File: src/rtl/circle_sprites_pkg.sv
// ============================================================================
// Module   : circle_sprites_pkg
// Purpose  : Shared types and helpers for the circle sprite generator.
// Revision : 1.0 - initial release
// ============================================================================
`default_nettype none

package circle_sprites_pkg;

    typedef logic [31:0] rgba_t;

    localparam rgba_t RGBA_BG = 32'h000000FF;

    // Storage widths are fixed; the top keeps only its low COORD_W / R_W bits live.
    localparam int CFG_XY_W = 16;
    localparam int CFG_R_W  = 16;

    typedef struct packed {
        logic [CFG_XY_W-1:0] x;
        logic [CFG_XY_W-1:0] y;
        logic [CFG_R_W-1:0]  r;
        logic [23:0]         color;
        logic                en;
    } spr_cfg_t;

    function automatic int idx_w(input int n);
        return (n > 1) ? $clog2(n) : 1;
    endfunction

endpackage

`default_nettype wire

File: src/rtl/circle_sprites_hit.sv
// ============================================================================
// Module   : circle_hit
// Purpose  : Per-sprite stages 1-2: registered offsets, then registered dist^2 and r^2.
// Revision : 1.0 - initial release
// ============================================================================
`default_nettype none

module circle_hit #(
    parameter  int COORD_W = 11,
    parameter  int R_W     = 7,
    localparam int D_W     = 2*COORD_W + 3,
    localparam int R2_W    = 2*R_W
) (
    input  logic                      clk,
    input  logic                      reset,
    input  logic signed [COORD_W-1:0] spotX,
    input  logic signed [COORD_W-1:0] spotY,
    input  logic signed [COORD_W-1:0] cx,
    input  logic signed [COORD_W-1:0] cy,
    input  logic        [R_W-1:0]     r,
    input  logic                      en,
    output logic        [D_W-1:0]     dist2,
    output logic        [R2_W-1:0]    r2
);

    logic signed [COORD_W:0] w_dx, w_dy, r_dx, r_dy;
    logic        [R2_W-1:0]  r_r2_s1;
    logic signed [D_W-1:0]   w_dxe, w_dye;

    assign w_dx  = {spotX[COORD_W-1], spotX} - {cx[COORD_W-1], cx};
    assign w_dy  = {spotY[COORD_W-1], spotY} - {cy[COORD_W-1], cy};
    assign w_dxe = D_W'(r_dx);
    assign w_dye = D_W'(r_dy);

    // A disabled sprite gets r^2 = 0, which no distance can undercut.
    always_ff @(posedge clk) begin
        if (reset) begin
            r_dx    <= '0;
            r_dy    <= '0;
            r_r2_s1 <= '0;
            dist2   <= '0;
            r2      <= '0;
        end else begin
            r_dx    <= w_dx;
            r_dy    <= w_dy;
            r_r2_s1 <= en ? R2_W'(r) * R2_W'(r) : '0;
            dist2   <= $unsigned(w_dxe * w_dxe + w_dye * w_dye);
            r2      <= r_r2_s1;
        end
    end

endmodule

`default_nettype wire

File: src/rtl/circle_sprites.sv
// ============================================================================
// Module   : circle_sprites
// Purpose  : N filled-circle sprite renderer with shadow/active banks and collision report.
// Revision : 1.0 - initial release
// ============================================================================
`default_nettype none

module circle_sprites
    import circle_sprites_pkg::*;
#(
    parameter  int N_SPR   = 4,
    parameter  int COORD_W = 11,
    parameter  int R_W     = 7,
    localparam int IDX_W   = idx_w(N_SPR)
) (
    input  logic                      clk,
    input  logic                      reset,
    input  logic signed [COORD_W-1:0] spotX,
    input  logic signed [COORD_W-1:0] spotY,
    input  logic                      frame_start,
    input  logic                      cfg_valid,
    output logic                      cfg_ready,
    input  logic        [IDX_W-1:0]   cfg_idx,
    input  logic signed [COORD_W-1:0] cfg_x,
    input  logic signed [COORD_W-1:0] cfg_y,
    input  logic        [R_W-1:0]     cfg_r,
    input  logic        [23:0]        cfg_color,
    input  logic                      cfg_en,
    output logic        [31:0]        spr_rgba,
    output logic                      spr_hit,
    output logic        [IDX_W-1:0]   spr_idx,
    output logic                      collision,
    output logic        [N_SPR-1:0]   collision_mask
);

    localparam int D_W  = 2*COORD_W + 3;
    localparam int R2_W = 2*R_W;

    spr_cfg_t          r_shd [N_SPR];
    spr_cfg_t          r_act [N_SPR];
    spr_cfg_t          w_wr;
    logic              w_wr_en;
    logic [D_W-1:0]    w_dist2 [N_SPR];
    logic [R2_W-1:0]   w_r2 [N_SPR];
    logic [23:0]       r_col1 [N_SPR];
    logic [23:0]       r_col2 [N_SPR];
    logic [1:0]        r_v;
    logic [N_SPR-1:0]  w_hits;
    logic [IDX_W-1:0]  w_win_idx;
    logic [23:0]       w_win_col;
    logic              w_multi;
    logic              r_acc;
    logic [N_SPR-1:0]  r_acc_mask;
    logic [N_SPR-1:0]  w_unused_bits;

    assign cfg_ready = !reset && !frame_start;
    assign w_wr_en   = cfg_valid && cfg_ready && (32'(cfg_idx) < 32'(N_SPR));

    always_comb begin
        w_wr       = '0;
        w_wr.x     = CFG_XY_W'(cfg_x);
        w_wr.y     = CFG_XY_W'(cfg_y);
        w_wr.r     = CFG_R_W'(cfg_r);
        w_wr.color = cfg_color;
        w_wr.en    = cfg_en;
    end

    // Shadow writes never coincide with the copy because cfg_ready drops on frame_start.
    always_ff @(posedge clk) begin
        if (reset) begin
            for (int i = 0; i < N_SPR; i++) begin
                r_shd[i] <= '0;
                r_act[i] <= '0;
            end
        end else begin
            if (w_wr_en)
                r_shd[cfg_idx] <= w_wr;
            if (frame_start)
                r_act <= r_shd;
        end
    end

    generate
        for (genvar g = 0; g < N_SPR; g++) begin : g_spr
            circle_hit #(
                .COORD_W (COORD_W),
                .R_W     (R_W)
            ) u_hit (
                .clk   (clk),
                .reset (reset),
                .spotX (spotX),
                .spotY (spotY),
                .cx    (r_act[g].x[COORD_W-1:0]),
                .cy    (r_act[g].y[COORD_W-1:0]),
                .r     (r_act[g].r[R_W-1:0]),
                .en    (r_act[g].en),
                .dist2 (w_dist2[g]),
                .r2    (w_r2[g])
            );
        end
    endgenerate

    always_comb begin
        for (int i = 0; i < N_SPR; i++)
            w_unused_bits[i] = ^r_act[i];
    end

    // Colour travels alongside the hit pipeline so a mid-pipe bank swap cannot tear.
    always_ff @(posedge clk) begin
        for (int i = 0; i < N_SPR; i++) begin
            r_col1[i] <= r_act[i].color;
            r_col2[i] <= r_col1[i];
        end
    end

    always_comb begin
        w_hits    = '0;
        w_win_idx = '0;
        w_win_col = '0;
        for (int i = N_SPR - 1; i >= 0; i--) begin
            w_hits[i] = r_v[1] && (w_dist2[i] < D_W'(w_r2[i]));
            if (w_hits[i]) begin
                w_win_idx = IDX_W'(i);
                w_win_col = r_col2[i];
            end
        end
    end

    assign w_multi = |(w_hits & (w_hits - N_SPR'(1)));

    always_ff @(posedge clk) begin
        if (reset) begin
            r_v            <= '0;
            spr_rgba       <= RGBA_BG;
            spr_hit        <= 1'b0;
            spr_idx        <= '0;
            collision      <= 1'b0;
            collision_mask <= '0;
            r_acc          <= 1'b0;
            r_acc_mask     <= '0;
        end else begin
            r_v <= {r_v[0], 1'b1};
            if (r_v[1]) begin
                spr_hit  <= |w_hits;
                spr_idx  <= w_win_idx;
                spr_rgba <= (|w_hits) ? {w_win_col, 8'h00} : RGBA_BG;
            end
            if (frame_start) begin
                collision      <= r_acc | w_multi;
                collision_mask <= r_acc_mask | (w_multi ? w_hits : '0);
                r_acc          <= 1'b0;
                r_acc_mask     <= '0;
            end else if (w_multi) begin
                r_acc      <= 1'b1;
                r_acc_mask <= r_acc_mask | w_hits;
            end
        end
    end

endmodule

`default_nettype wire
File: config.mk
export PLATFORM = sky130hd
export DESIGN_NAME = circle_sprites
export DESIGN_NICKNAME = d
export VERILOG_FILES = /design/src/rtl/circle_sprites_pkg.sv /design/src/rtl/circle_sprites_hit.sv /design/src/rtl/circle_sprites.sv
export SDC_FILE = /design/constraint.sdc
export NUM_CORES = 2
export LEC_CHECK = 0
export CORE_MARGIN = 1
export CORE_UTILIZATION = 45
export DETAILED_ROUTE_END_ITERATION = 7
export HOLD_SLACK_MARGIN = 0.08
export PLACE_DENSITY = 0.62
export SKIP_LAST_GASP = 1
export SLEW_MARGIN = 0
export SYNTH_ARGS = -nofsm -noshare
export SYNTH_HDL_FRONTEND = slang
export SYNTH_SLANG_ARGS = --single-unit
File: constraint.sdc
create_clock -name clk -period 8 [get_ports clk]
set_input_delay 0.8 -clock clk [delete_from_list [all_inputs] [get_ports clk]]
set_output_delay 0.8 -clock clk [all_outputs]
set_load 0.02 [all_outputs]
==> results.sh <==
export IMPL_run_status="completed"
export IMPL_hold_class="reg -> reg"
export IMPL_min_delay_start="r_col1[0][19]"
export IMPL_reg2reg_from="g_spr[2].u_hit.r_dy[8]"
export IMPL_hold_worst_slack_ns=0.318
export IMPL_vias=56000
export IMPL_slowest_delay_ns=0.57
export IMPL_max_slew_margin_rel_pct=27.2
export IMPL_fin_ws_ns=0.717
export IMPL_cts_hold_buf=0
export IMPL_ys_seq_area_share_pct=24.1
export IMPL_worst_setup_path_start_kind="flip-flop"
export IMPL_dieArea_mm2=0.180
export IMPL_setup_violations_final=0
export IMPL_grt_pass1_wl_mm=305
export IMPL_avgSynthCellArea_um2=9.20
export IMPL_ys_seq_elements=964
export IMPL_min_path_cells=0
export IMPL_h_tree_depth=3
export IMPL_wl_per_cell_um=16.6
export IMPL_ys_warn_count=0
export IMPL_p_int_mw=12.8
export IMPL_drt_wl_total_mm=185
export IMPL_startpoint="g_spr[2].u_hit.r_dy[8]"
export IMPL_root_buffer="clkbuf_16"
export IMPL_synth_ff_type="dfxtp_1"
export IMPL_clk_pin_slew_ns=0.06
export IMPL_power_frac_seq_pct=24.8
export IMPL_drt_pre_antenna_iters=7
export IMPL_grt_total_usage_pct=21.1
export IMPL_setup_tns_ns=0
export IMPL_syn_to_final_growth_pct=8.73
export IMPL_cts_buffer_depth=3
export IMPL_pre_cts_ws_ns=0.719
export IMPL_numCtsBuffers=103
export IMPL_cap_violations=0
export IMPL_core_area_mm2=0.177
export IMPL_nets=10600
export IMPL_tightest_slew_ns=1.09
export IMPL_synth_async_sr_flop_share_pct=0
export IMPL_dr_first_iter_drc_count=2573
export IMPL_port_buffers=122
export IMPL_cts_tree="yes"
export IMPL_core_rowCount=154
export IMPL_n_fill_cell=16500
export IMPL_hold_violations=0
export IMPL_power_mw=21.6
export IMPL_syn_inst=8721
export IMPL_layout_drive_gt1_share_pct=3.09
export IMPL_worstReg2RegEnd="g_spr[2].u_hit.dist2[24]"
export IMPL_synth_most_common_cell="inv_1"
export IMPL_die_height_um=424
export IMPL_synth_compound_area_share_pct=7.89
export IMPL_ir_drop_mv=0.269
export IMPL_max_freq_mhz=137
export IMPL_clock_skew_ns=0.0918
export IMPL_avgViaCountPerCell=5.03
export IMPL_place_congestion=0.867
export IMPL_final_period_utilization_pct=91.0
export IMPL_p_switching_mw=8.81
export IMPL_post_route_min_period_ns=7.28
export IMPL_pwr_share_comb_pct=51.8
export IMPL_grt_ovfl_total=0
export IMPL_critPathSlowestCell="dfxtp_1"
export IMPL_p_leak_nw=42.5
export IMPL_reg2reg_slack_ns=0.72
export IMPL_synth_top_area_share_pct=26.4
export IMPL_synthTopCellsByCount="inv_1, fa_1, dfxtp_1"
export IMPL_finalInstanceArea_mm2=0.0872
export IMPL_boundaryPins=123
export IMPL_synth_top_family_by_area="adder cells"
export IMPL_slew_violations=0
export IMPL_start_util_pct=45.4
export IMPL_powerDensity_mw_per_mm2=248
export IMPL_synth_xor_area_share_pct=3.85
export IMPL_arrival_ns=7.92
export IMPL_fp_dieW_um=424
export IMPL_synth_largest_area_cell="fa_1"
export IMPL_final_util_pct=49.4
export IMPL_ant_nets=0
export IMPL_synth_edf_count=0
export IMPL_path_max_fanout=10
export IMPL_place_hpwl_mm=145
export IMPL_dpl_instance_area_mm2=0.0836
export IMPL_r2r_cells=29
export IMPL_ys_types=80
export IMPL_grt_pass1_vias=58500
export IMPL_hold_end="r_col2[0][19]"
export IMPL_syn_num_nets=10600
export IMPL_endpoint_kind="flip-flop"
export IMPL_synth_area_top_cells="fa_1, dfxtp_1, ha_1"
export IMPL_cts_resized=0
export IMPL_synth_simple_area_share_pct=13.6
export IMPL_final_cells=11100
export IMPL_crit_path_frequent_cell="inv_1"
export IMPL_p_clk_share_pct=23.3
export IMPL_crit_required_ns=8.63
export IMPL_synth_mux_area_share_pct=2.96
export IMPL_switching_share_pct=40.7
export IMPL_antenna_found_initial=5
export IMPL_netlist_area_mm2=0.0802
export IMPL_critical_path_class="reg -> reg"
export IMPL_rsz0062_at_grt="no"
export IMPL_place_inst=10900
export IMPL_grt_max_degree=116
export IMPL_cts_setup_buffers=0
export IMPL_cts_sinks=964
export IMPL_synth_adder_area_share_pct=38.5
export IMPL_worstSkewPairLatency_ns=0.75
export IMPL_drc=0
[metal layers]
layer	up-vias	GRT usage (%)	share of wire [%]
li1	27100	-	-
met3	219	1.98	3.4
met5	-	0	0.0070
met1	27800	27.5	44
met4	2	5.52	2.5
met2	839	37.3	50
[worst max-delay path: cells and delay by family, from the launching register on]
family | cells | cell delay [ns]
buffers and inverters | 7 | 0.55
AO/OA/AOI/OAI | 9 | 2.01
adder cells (fa/ha/maj) | 7 | 2.96
XOR/XNOR | 1 | 0.15
AND/OR/NAND/NOR | 5 | 1.01
flip-flops | 1 | 0.57
[power by group through the flow]
stage	Sequential (mW)	Clock [mW]	Combinational [mW]
final	5.37	5.05	11.2
after CTS	5.36	5.16	11.3
after floorplan	5.30	0	8.74
after detailed placement	5.46	0	11.2
after global routing	5.39	5.36	12.7
after global placement	5.46	0	10.9
[worst max-delay path by stage]
stage	to	depth (start not counted)
2_1_floorplan	g_spr[2].u_hit.dist2[24]	29
3_3_place_gp	g_spr[2].u_hit.dist2[24]	28
3_5_place_dp	g_spr[2].u_hit.dist2[24]	29
4_1_cts	g_spr[2].u_hit.dist2[24]	28
5_1_grt	g_spr[2].u_hit.dist2[24]	28
6_report	g_spr[2].u_hit.dist2[24]	29
[layout make-up]
type	count	area [um2]	share of cell area [%]
Clock inverter	53	762	0.873
Timing Repair Buffer	160	1530	1.75
Tap cell	2340	2930	3.36
Inverter	1665	6250	7.17
Sequential cell	964	19300	22.1
Clock buffer	137	2890	3.31
Antenna cell	2	5.00	0.00574
Multi-Input combinational cell	5799	53600	61.4
[sequential cells by signal, summed over array words and instances, names as in the netlist, 25 cells and up]
register / cells
g_spr.u_hit.r2: 52
r_col1: 96
r_col2: 96
r_act: 216
g_spr.u_hit.r_dy: 48
spr_rgba: 25
g_spr.u_hit.r_r2_s1: 52
g_spr.u_hit.r_dx: 48
r_shd: 216
g_spr.u_hit.dist2: 100
[kinds of logic after synthesis]
logic type / after synthesis
flip-flops: 964
buffers and inverters: 1958
multiplexers: 236
adder cells (fa/ha/maj): 1832
XOR/XNOR: 353
AO/OA/AOI/OAI: 1011
AND/OR/NAND/NOR: 2367
[placed cells by master, fill, tap and decap left out, types with 29 or more instances in the layout]
cell / n
inv_1: 1658
fa_1: 1058
dfxtp_1: 964
nand2_1: 895
ha_1: 774
nor2_1: 649
a21oi_1: 429
and2_1: 298
xnor2_1: 258
mux2i_1: 229
o21ai_0: 145
nor2b_1: 140
clkdlybuf4s50_1: 120
a21o_1: 108
clkbuf_16: 103
xor2_1: 95
nor3_1: 93
nand2b_1: 57
nand3_1: 56
and3_1: 37
buf_4: 37
o21a_1: 35
a211oi_1: 34
o21bai_1: 29
(Power assumes the default switching activity.)
